===== config.mk =====
export PLATFORM = sky130hd
export DESIGN_NAME = i2c_reg_file
export DESIGN_NICKNAME = d
export VERILOG_FILES = /design/src/rtl/i2c_reg_file.sv
export SDC_FILE = /design/constraint.sdc
export NUM_CORES = 1
export LEC_CHECK = 0
export ABC_AREA = 0
export CORE_ASPECT_RATIO = 0.7
export CORE_UTILIZATION = 46
export DETAILED_ROUTE_END_ITERATION = 8
export MAX_ROUTING_LAYER = met4
export PLACE_DENSITY = 0.75
export SLEW_MARGIN = 25
export SYNTH_ARGS = -nofsm -noshare
export SYNTH_HDL_FRONTEND = slang
export SYNTH_SLANG_ARGS = --single-unit

===== constraint.sdc =====
create_clock -name clk -period 2.8 [get_ports clk]
set_clock_uncertainty 0.15 [all_clocks]
set_input_delay 0.28 -clock clk [delete_from_list [all_inputs] [get_ports clk]]
set_output_delay 0.28 -clock clk [all_outputs]
set_load 0.02 [all_outputs]

===== src/rtl/i2c_reg_file.sv =====
// I2C-facing register file: ID/version, LED, switches, scratch, mailbox FIFO.
// Optional free-running timer with snapshot when REGFILE_TIMER_EN is defined.
module i2c_reg_file #(
  parameter logic [7:0] ID_VALUE   = 8'hA5,
  parameter logic [7:0] VERSION    = 8'h12,
  parameter int         FIFO_DEPTH = 8
) (
  input  logic       clk,
  input  logic       rst_n,
  input  logic [7:0] reg_addr,
  input  logic [7:0] reg_wdata,
  input  logic       reg_wr,
  output logic [7:0] reg_rdata,
  input  logic       reg_rd,
  input  logic [7:0] sw_i,
  output logic [7:0] led_o,
  output logic [7:0] fab_data_o,
  output logic       fab_valid_o,
  input  logic       fab_ready_i
);

  localparam int PW = $clog2(FIFO_DEPTH);
  localparam int CW = PW + 1;

  logic [7:0]    led_q, led_d;
  logic [7:0]    scratch_q, scratch_d;
  logic [7:0]    rdcnt_q, rdcnt_d;
  logic [7:0]    sync1_q, sync2_q;
  logic [PW-1:0] wr_ptr_q, wr_ptr_d;
  logic [PW-1:0] rd_ptr_q, rd_ptr_d;
  logic [CW-1:0] count_q, count_d;
  logic          ovf_q, ovf_d;
  logic [7:0]    mem_q [FIFO_DEPTH];

  logic       cmd_wr, fifo_wr;
  logic       full, empty;
  logic       push, pop, flush;
  logic [3:0] cnt4;
  logic [7:0] status;

  assign cmd_wr  = reg_wr && (reg_addr == 8'h06);
  assign fifo_wr = reg_wr && (reg_addr == 8'h07);
  assign full    = (count_q == CW'(FIFO_DEPTH));
  assign empty   = (count_q == '0);
  assign flush   = cmd_wr && reg_wdata[1];
  assign push    = fifo_wr && !full;
  // CMD pop and fabric pop together still remove a single entry
  assign pop     = ((cmd_wr && reg_wdata[0]) ||
                    (fab_valid_o && fab_ready_i)) && !empty;

  assign cnt4   = 4'(count_q);
  assign status = {full, empty, ovf_q, 1'b0, cnt4};

  assign led_o       = led_q;
  assign fab_valid_o = !empty;
  assign fab_data_o  = empty ? 8'h00 : mem_q[rd_ptr_q];

  always_comb begin
    led_d     = led_q;
    scratch_d = scratch_q;
    rdcnt_d   = reg_rd ? rdcnt_q + 8'd1 : rdcnt_q;
    if (reg_wr && reg_addr == 8'h02) led_d = reg_wdata;
    if (reg_wr && reg_addr == 8'h04) scratch_d = reg_wdata;
  end

  always_comb begin
    wr_ptr_d = wr_ptr_q;
    rd_ptr_d = rd_ptr_q;
    count_d  = count_q;
    ovf_d    = ovf_q;
    if (fifo_wr && full) ovf_d = 1'b1;
    if (cmd_wr && reg_wdata[2]) ovf_d = 1'b0;
    if (flush) begin
      wr_ptr_d = '0;
      rd_ptr_d = '0;
      count_d  = '0;
    end else begin
      if (push) wr_ptr_d = wr_ptr_q + 1'b1;
      if (pop)  rd_ptr_d = rd_ptr_q + 1'b1;
      if (push && !pop) count_d = count_q + 1'b1;
      if (pop && !push) count_d = count_q - 1'b1;
    end
  end

  always_ff @(posedge clk or negedge rst_n) begin
    if (!rst_n) begin
      led_q     <= '0;
      scratch_q <= '0;
      rdcnt_q   <= '0;
      sync1_q   <= '0;
      sync2_q   <= '0;
      wr_ptr_q  <= '0;
      rd_ptr_q  <= '0;
      count_q   <= '0;
      ovf_q     <= 1'b0;
    end else begin
      led_q     <= led_d;
      scratch_q <= scratch_d;
      rdcnt_q   <= rdcnt_d;
      sync1_q   <= sw_i;
      sync2_q   <= sync1_q;
      wr_ptr_q  <= wr_ptr_d;
      rd_ptr_q  <= rd_ptr_d;
      count_q   <= count_d;
      ovf_q     <= ovf_d;
    end
  end

  // Storage needs no reset: fab_data_o is gated by empty
  always_ff @(posedge clk) begin
    if (push) mem_q[wr_ptr_q] <= reg_wdata;
  end

`ifdef REGFILE_TIMER_EN
  logic [31:0] timer_q, timer_d;
  logic [31:0] snap_q, snap_d;

  always_comb begin
    timer_d = timer_q + 32'd1;
    snap_d  = (cmd_wr && reg_wdata[3]) ? timer_q : snap_q;
  end

  always_ff @(posedge clk or negedge rst_n) begin
    if (!rst_n) begin
      timer_q <= '0;
      snap_q  <= '0;
    end else begin
      timer_q <= timer_d;
      snap_q  <= snap_d;
    end
  end
`endif

  always_comb begin
    reg_rdata = 8'h00;
    case (reg_addr)
      8'h00: reg_rdata = ID_VALUE;
      8'h01: reg_rdata = VERSION;
      8'h02: reg_rdata = led_q;
      8'h03: reg_rdata = sync2_q;
      8'h04: reg_rdata = scratch_q;
      8'h05: reg_rdata = status;
      8'h07: reg_rdata = fab_data_o;
`ifdef REGFILE_TIMER_EN
      8'h08: reg_rdata = snap_q[7:0];
      8'h09: reg_rdata = snap_q[15:8];
      8'h0A: reg_rdata = snap_q[23:16];
      8'h0B: reg_rdata = snap_q[31:24];
`endif
      8'h0C: reg_rdata = rdcnt_q;
      default: reg_rdata = 8'h00;
    endcase
  end

endmodule


==> results of run 1 <==
## logic make-up after synthesis
| family | Yosys count |
|---|---|
| flops | 115 |
| simple gates | 98 |
| mux | 43 |
| compound gates | 29 |
| buf+inv | 18 |
| xor+xnor | 13 |
| fa+ha+maj | 5 |
## critical path, cell delays in order
cell and delay (ns):
clkdlybuf4s50_1 0.43, or4_4 0.59, nor3_4 0.23, nand2_1 0.09, nor2_2 0.13, buf_4 0.14
a22oi_1 0.07, nand4_1 0.16, buf_6 0.14
## sequential cells by signal (all words and copies together), names as in the netlist
signal / cells
cnt4: 4
led_o: 8
mem_q: 64
ovf_q: 1
rd_ptr_q: 3
rdcnt_q: 8
scratch_q: 8
sync1_q: 8
sync2_q: 8
wr_ptr_q: 3
## where the power goes
group / switching, mW / internal, mW / total (mW) / leakage, nW
combinational: 0.716 / 0.776 / 1.49 / 1.11
sequential: 0.236 / 1.92 / 2.16 / 1.22
clock: 0.729 / 1.20 / 1.93 / 0.266
total: 1.68 / 3.90 / 5.58 / 2.59
## cell usage after synthesis, types with 2 or more instances
| library cell | instances |
|---|---|
| a21oi_1 | 4 |
| nor3b_1 | 4 |
| mux4_2 | 16 |
| a221o_1 | 2 |
| xor2_1 | 5 |
| clkbuf_1 | 7 |
| ha_1 | 5 |
| nor3_2 | 2 |
| nand2_1 | 29 |
| and3_1 | 6 |
| nor2b_1 | 4 |
| mux2_2 | 17 |
| a221oi_1 | 4 |
| buf_2 | 7 |
| edfxtp_1 | 64 |
| a22oi_1 | 7 |
| xnor2_1 | 8 |
| dfrtp_1 | 51 |
| nand3_1 | 5 |
| nor4b_1 | 2 |
| nor4_1 | 2 |
| nor3_1 | 4 |
| nor2_1 | 22 |
| a31oi_1 | 2 |
| nand4_1 | 8 |
| mux2i_1 | 9 |
| a222oi_1 | 3 |
## through the flow
step / worst slack [ns] / util [%] / hold WS (ns)
after CTS: -0.06823 / 62.54 / 0.1516
after detailed placement: -0.5384 / 57.02 / 0.1863
after global routing: -0.02410 / 62.60 / 0.1565
after floorplan: 0.1685 / - / -0.1656
after global placement: -0.4690 / 57.02 / 0.1831
final: 0.09646 / 62.60 / 0.1677
## path summary, 6_finish.rpt
kind                            slack [ns]         from      endpoint  depth (start not counted)
min in group asynchronous             0.36        rst_n       cnt4[2]                          3
max in group asynchronous             1.67        rst_n   rd_ptr_q[1]                          3
worst min-delay path                  0.17      sw_i[1]    sync1_q[1]                          1
worst min register to register        0.20   sync1_q[5]    sync2_q[5]                          0
worst max-delay path                   0.1  reg_addr[5]  reg_rdata[1]                          9
worst max register to register        0.22      cnt4[1]       cnt4[3]                          9
## final cells by class
class                   count  area [sq um]
fillers                   762          3859
flip-flops and latches    115          3199
multi-input cells         188          1634
repair buffers            102         917.1
clock buffers              23         479.2
well taps                 132         165.2
clock inverters             9         56.30
inverters                   2         7.507
## layout by cell type, fill, tap and decap left out, types with 2 or more instances in the layout
cell	Yosys	layout
a221o_1	2	2
a222oi_1	3	3
nand4_1	8	8
a21oi_1	4	4
nor4_2	1	2
dfrtp_1	51	50
mux2_2	17	17
a221oi_1	4	4
clkinv_2	0	5
ha_1	5	5
nor4b_1	2	2
xor2_1	5	5
buf_12	0	3
clkdlybuf4s50_1	0	37
nor2b_1	4	4
nor3_1	4	4
a31oi_1	2	2
clkbuf_1	7	4
nor3b_1	4	3
clkbuf_16	0	18
a22oi_1	7	7
xnor2_1	8	8
mux2i_1	9	9
and3_1	6	5
nand2_1	29	29
clkinv_4	0	2
dlymetal6s2s_1	0	4
nand3_1	5	5
nor2_1	22	21
mux4_2	16	16
dlygate4sd2_1	0	3
clkbuf_2	0	3
edfxtp_1	64	64
buf_4	0	47
buf_6	1	2
buf_2	7	2
## layer usage
metal	up-vias	wire, um	track usage, %
li1	1453	-	-
met1	1688	5228	31.97
met2	161	5313	36.97
met3	22	1004	5.804
met4	0	172	8.426
met5	-	0	-
## what timing repair did
item,in CTS,in global routing
setup endpoints to repair,12,13
pin swaps,0,4
endpoints found under the hold margin,51,0
setup buffers,1,2
hold buffers,1,0
resized for setup,27,22
==> out/results.txt, run 1 <==
Die H -> 88.24 um
Ys flop type -> edfxtp_1
Number of global-route vias before repair -> 3363
# placed instances -> 535
Synth Instances -> 321
Fin crit share -> 96.56%
Number of synthesized flops with an enable pin -> 64
Clock Sinks -> 115
# diodes -> 0
Worst skew pair latency -> 0.40 ns
Slew headroom -> 56.21%
Async set or reset register ratio after synthesis -> 44.35%
Pin count of the biggest net entering global routing -> 52
Clk buf depth -> 2
Count of maximum capacitance violations -> 0
Worst VDD drop -> 0.0006684 V
ANT nets after route -> 0
Setup_tns -> 0 ns
Worst EP required -> 2.37 ns
Post-synthesis mux area share -> 13.36%
Critical path type -> in -> out
Post-Syn Area -> 4887 sq um
Min Tclk post-route -> 2.704 ns
Area after DPL -> 5883 sq um
Post-Synth XOR/XNOR Area -> 2.330%
Fin cells -> 571
Lkg Pwr -> 2.593 nW
Tot Pwr -> 5.579 mW
TritonCTS Buffers -> 17
Worst min path class -> in -> reg
Port Buffers -> 53
Wire per inst -> 20.52 um
Cell Pwr Density -> 863.7 nW/um^2
Crit. End Element -> output port
Initial Utilization -> 47.37%
Final Hold Vio Count -> 0
DRC -> 0
Top-area cell type share of the netlist area -> 39.32%
Critical path arrival -> 2.27 ns
Total detailed-routing wirelength -> 11720 um
Largest cells by area after synthesis -> edfxtp_1 (39%), dfrtp_1 (26%), mux4_2 (7.4%)
Synth Area in Compound Gates -> 4.890%
# setup viols final -> 0
Final Net Count -> 460
Die ar. -> 11050 sq um
Largest family of logic cells by synthesized area -> multiplexers
I/O pin cnt -> 54
DR vias -> 3324
Hpwl dp -> 7922 um
Wire length of the first global-routing pass -> 18480 um
Worst-path clk slew -> 0.05 ns
Syn_nets -> 355
Yosys cell types -> 49
Area growth syn-to-layout -> 32.16%
Root Buffer -> clkbuf_16
Overflow after GRT -> 0
Worst-Margin Slew -> 0.6568 ns
Worst Path Max Fanout -> 4
Total track usage -> 24.14%
Fin. max-slew vios -> 0
Register area share after synthesis -> 65.44%
Gpl congestion -> 0.9023
CTS tree -> done
Core Area -> 10320 sq um
RSZ-0062 raised after global routing -> true
Initial antenna violation count -> 0
CP startpoint kind -> input port
Die W -> 125.2 um
Synth Area per Inst -> 15.22 sq um
Detailed Routing Iterations Pass 1 -> 7
Vias per Instance -> 5.821
Fmax achieved -> 369.9 MHz
Post-synthesis sequential element count -> 115
Synth Area in Simple Gates -> 10.98%
Syn. warnings -> 0
Status -> completed
Layout cells sized above 1 -> 30.52%
Row cnt -> 31
Adder-cell share of the synthesized area -> 1.280%
Initial DRC count -> 283
H-Tree Depth -> 4
Post-Layout Inst Area -> 6459 sq um
Cell taking the most area after synthesis -> edfxtp_1
Note: power is estimated with default switching activity, not from simulation.
==> run 2: changes to the inputs <==
--- a/config.mk
+++ b/config.mk
@@ -5,7 +5,7 @@
 export SDC_FILE = /design/constraint.sdc
 export NUM_CORES = 1
 export LEC_CHECK = 0
-export ABC_AREA = 0
+export ABC_AREA = 1
 export CORE_ASPECT_RATIO = 0.7
 export CORE_UTILIZATION = 46
 export DETAILED_ROUTE_END_ITERATION = 8
==> run 2 against run 1 <==
  * Die area rose by 2.0%
  * Final area fell by 0.66%
  * Critical endpoint is now fab_data_o[7]
  * Sequential share of layout area rose by 0.33 points
  * Utilization fell by 1.1 points
  * Largest cell class unchanged
  * Synthesized area rose by 2.0%
  * Cell count rose by 20%
  * Worst hold slack got worse by 0.011 ns
  * Largest power group unchanged
==> out/results.txt, run 2 <==
Wire per inst -> 18.10 um (was 20.52 um)
Clk buf depth -> 2 (unchanged)
Flop2flop setup slack -> 0.61 ns (was 0.22 ns)
H-Tree Depth -> 4 (unchanged)
DR vias -> 3838 (was 3324)
ANT nets after route -> 0 (unchanged)
Hold Path Cell Cnt -> 1 (unchanged)
Worst skew pair latency -> 0.41 ns (was 0.40 ns)
RSZ-0062 raised after global routing -> false (was true)
CTS tree -> done (unchanged)
Top Metal Used -> met4 (unchanged)
Worst Path Max Fanout -> 34 (was 4)
Die H -> 89.11 um (was 88.24 um)
# placed instances -> 652 (was 535)
Initial Utilization -> 47.79% (was 47.37%)
Area growth syn-to-layout -> 28.68% (was 32.16%)
Crit path launch -> rd_ptr_q[0] (was reg_addr[5])
Final worst slack -> 0.07814 ns (was 0.09646 ns)
Area after DPL -> 5818 sq um (was 5883 sq um)
Status -> completed (unchanged)
Post-Syn Area -> 4986 sq um (was 4887 sq um)
Min Tclk post-route -> 2.722 ns (was 2.704 ns)
Top-count cell post-synth -> nand2_1 (was edfxtp_1)
I/O pin cnt -> 54 (unchanged)
Fin crit share -> 97.21% (was 96.56%)
DR WL met3 -> 1214 um (was 1004 um)
Layout cells sized above 1 -> 14.47% (was 30.52%)
Initial antenna violation count -> 0 (unchanged)
Number of global-route vias before repair -> 3651 (was 3363)
Fin. max-slew vios -> 0 (unchanged)
Ys flop type -> edfxtp_1 (unchanged)
Worst-Margin Slew -> 0.4976 ns (was 0.6568 ns)
Met1 Wirelength -> 5172 um (was 5228 um)
Gpl congestion -> 0.9048 (was 0.9023)
Post-CTS Setup Inserts -> 0 (was 1)
Critical Path Sink -> fab_data_o[7] (was reg_rdata[1])
Detailed Routing Iterations Pass 1 -> 5 (was 7)
Fmax achieved -> 367.4 MHz (was 369.9 MHz)
Register area share after synthesis -> 64.14% (was 65.44%)
Lkg Pwr -> 2.717 nW (was 2.593 nW)
Yosys cell types -> 39 (was 49)
# diodes -> 0 (unchanged)
Worst stage delay on the critical path -> 0.63 ns (was 0.59 ns)
Met2 wire len -> 5858 um (was 5313 um)
Tot Pwr -> 6.051 mW (was 5.579 mW)
R2R depth -> 13 (was 9)
Worst min path class -> in -> reg (unchanged)
TritonCTS Buffers -> 17 (unchanged)
Async set or reset register ratio after synthesis -> 44.35% (unchanged)
Fin cells -> 685 (was 571)
Fill cell count -> 823 (was 762)
Initial DRC count -> 359 (was 283)
Synth cell count leaders -> nand2_1 (66), edfxtp_1 (64), o21ai_0 (60), dfrtp_1 (51), nor2_1 (42) (was edfxtp_1 (64), dfrtp_1 (51), nand2_1 (29), nor2_1 (22), mux2_2 (17))
Final Net Count -> 574 (was 460)
Final Hold Vio Count -> 0 (unchanged)
Pin count of the biggest net entering global routing -> 35 (was 52)
Wire length of the first global-routing pass -> 19300 um (was 18480 um)
Synth Instances -> 456 (was 321)
Worst r2r src -> cnt4[2] (was cnt4[1])
Vias per Instance -> 5.603 (was 5.821)
CP Cell Sequence -> inv_1 > buf_12 > o21ai_0 > o221ai_1 > o211a_1 > clkdlybuf4s50_1 (was clkdlybuf4s50_1 > or4_4 > nor3_4 > nand2_1 > nor2_2 > buf_4 > a22oi_1 > nand4_1 > buf_6)
Top-area cell type share of the netlist area -> 38.54% (was 39.32%)
Crit. End Element -> output port (unchanged)
Worst EP required -> 2.37 ns (about the same)
Overflow after GRT -> 0 (unchanged)
Flip-flop count of the largest register after layout -> 64 (unchanged)
DRC -> 0 (unchanged)
Setup_tns -> 0 ns (unchanged)
Clock Sinks -> 115 (unchanged)
Syn_nets -> 490 (was 355)
Commonest non-fill, non-tap cell in the layout -> nand2_1 (was edfxtp_1)
CP startpoint kind -> flip-flop (was input port)
Root Buffer -> clkbuf_16 (unchanged)
Cell taking the most area after synthesis -> edfxtp_1 (unchanged)
Number of synthesized flops with an enable pin -> 64 (unchanged)
Most frequent cells in the layout -> nand2_1 (66), edfxtp_1 (64), o21ai_0 (60) (was edfxtp_1 (64), dfrtp_1 (50), buf_4 (47))
Total track usage -> 24.55% (was 24.14%)
Total detailed-routing wirelength -> 12400 um (was 11720 um)
# setup viols final -> 0 (unchanged)
R2r endpoint -> cnt4[3] (unchanged)
Worst VDD drop -> 0.0005968 V (was 0.0006684 V)
Register bank with the most flops -> mem_q (unchanged)
Hpwl dp -> 8503 um (was 7922 um)
Cell Pwr Density -> 943.1 nW/um^2 (was 863.7 nW/um^2)
Row cnt -> 31 (unchanged)
Critical path arrival -> 2.29 ns (was 2.27 ns)
Largest cells by area after synthesis -> edfxtp_1 (39%), dfrtp_1 (26%), o21ai_0 (6.0%) (was edfxtp_1 (39%), dfrtp_1 (26%), mux4_2 (7.4%))
Core Area -> 10430 sq um (was 10320 sq um)
Count of maximum capacitance violations -> 0 (unchanged)
Syn. warnings -> 0 (unchanged)
Critical path type -> reg -> out (was in -> out)
DP Worst Slack -> 0.03447 ns (was -0.5384 ns)
Post-synthesis sequential element count -> 115 (unchanged)
Die W -> 126.4 um (was 125.2 um)
Worst-path clk slew -> 0.05 ns (about the same)
Slowest cell on the critical path -> clkdlybuf4s50_1 (was or4_4)
Synth Area per Inst -> 10.93 sq um (was 15.22 sq um)
Die ar. -> 11270 sq um (was 11050 sq um)
Port Buffers -> 53 (unchanged)
Post-Layout Inst Area -> 6416 sq um (was 6459 sq um)
Slew headroom -> 66.74% (was 56.21%)
-- run 2: cell type report --
type / count / area [sq um] / share of cell area [%]
Clock buffer: 23 / 521.8 / 8.132
Clock inverter: 9 / 66.31 / 1.034
Inverter: 46 / 173.9 / 2.711
Multi-Input combinational cell: 281 / 1555 / 24.24
Sequential cell: 115 / 3199 / 49.86
Tap cell: 132 / 165.2 / 2.574
Timing Repair Buffer: 79 / 734.5 / 11.45
-- run 2: cells by family after synthesis --
group                      count (synthesis)  share of synthesized area (%)
and+or+nand+nor                          158                          14.93
DFF                                      115                          64.14
xor gates and xnor gates                   9                          1.732
adders and majority gates                  5                          1.255
AOI/OAI and AO/OA                        109                          13.27
buffers and inverters                     60                          4.667
-- run 2: repair_timing --
item,CTS,global route
endpoints found under the hold margin,17,0
setup endpoints to repair,8,2
gates resized for setup,10,2
hold buffers,1,0
-- run 2: routing by layer --
metal | global-route usage [%] | vias to the layer above
met3 | 7.421 | 17
met5 | - | -
met4 | 9.200 | 0
met1 | 31.89 | 1855
li1 | - | 1779
met2 | 36.61 | 187
-- run 2: worst min path at each step --
stage / to / from / slack, ns
final: sync1_q[6] / sw_i[6] / 0.16
after global routing: sync1_q[2] / sw_i[2] / 0.15
after CTS: sync1_q[6] / sw_i[6] / 0.14
after detailed placement: cnt4[0] / rst_n / 0.1
after global placement: sync1_q[7] / rst_n / 0.08
after floorplan: cnt4[0] / rst_n / -0.17
-- run 2: where the power goes --
group	total [mW]	leakage (nW)	internal [mW]	switching, mW
combinational	1.89	1.23	0.751	1.14
sequential	2.09	1.20	1.93	0.156
clock	2.07	0.285	1.32	0.757
total	6.05	2.72	4.00	2.05
-- run 2: stage by stage --
step                      util [%]  hold WS (ns)
final                        61.49        0.1568
after global routing         61.49        0.1460
after CTS                    61.45        0.1381
after detailed placement     55.76       0.09589
after global placement       55.76       0.07672
after floorplan                  -       -0.1656
-- run 2: worst max-delay path: cells and delay by family (launching register included) --
| family | cells | cell delay, ns |
|---|---|---|
| DFF | 1 | 0.41 |
| buffers and inverters | 3 | 0.93 |
| AOI/OAI and AO/OA | 3 | 0.55 |
==> run 3: changes to the inputs <==
--- a/config.mk
+++ b/config.mk
@@ -8,6 +8,7 @@
 export ABC_AREA = 1
 export CORE_ASPECT_RATIO = 0.7
 export CORE_UTILIZATION = 46
+export CTS_CLUSTER_DIAMETER = 150
 export DETAILED_ROUTE_END_ITERATION = 8
 export MAX_ROUTING_LAYER = met4
 export PLACE_DENSITY = 0.75
==> results of run 3 <==
Same layout as run 2: the final DEF is identical, and so are final timing and power.
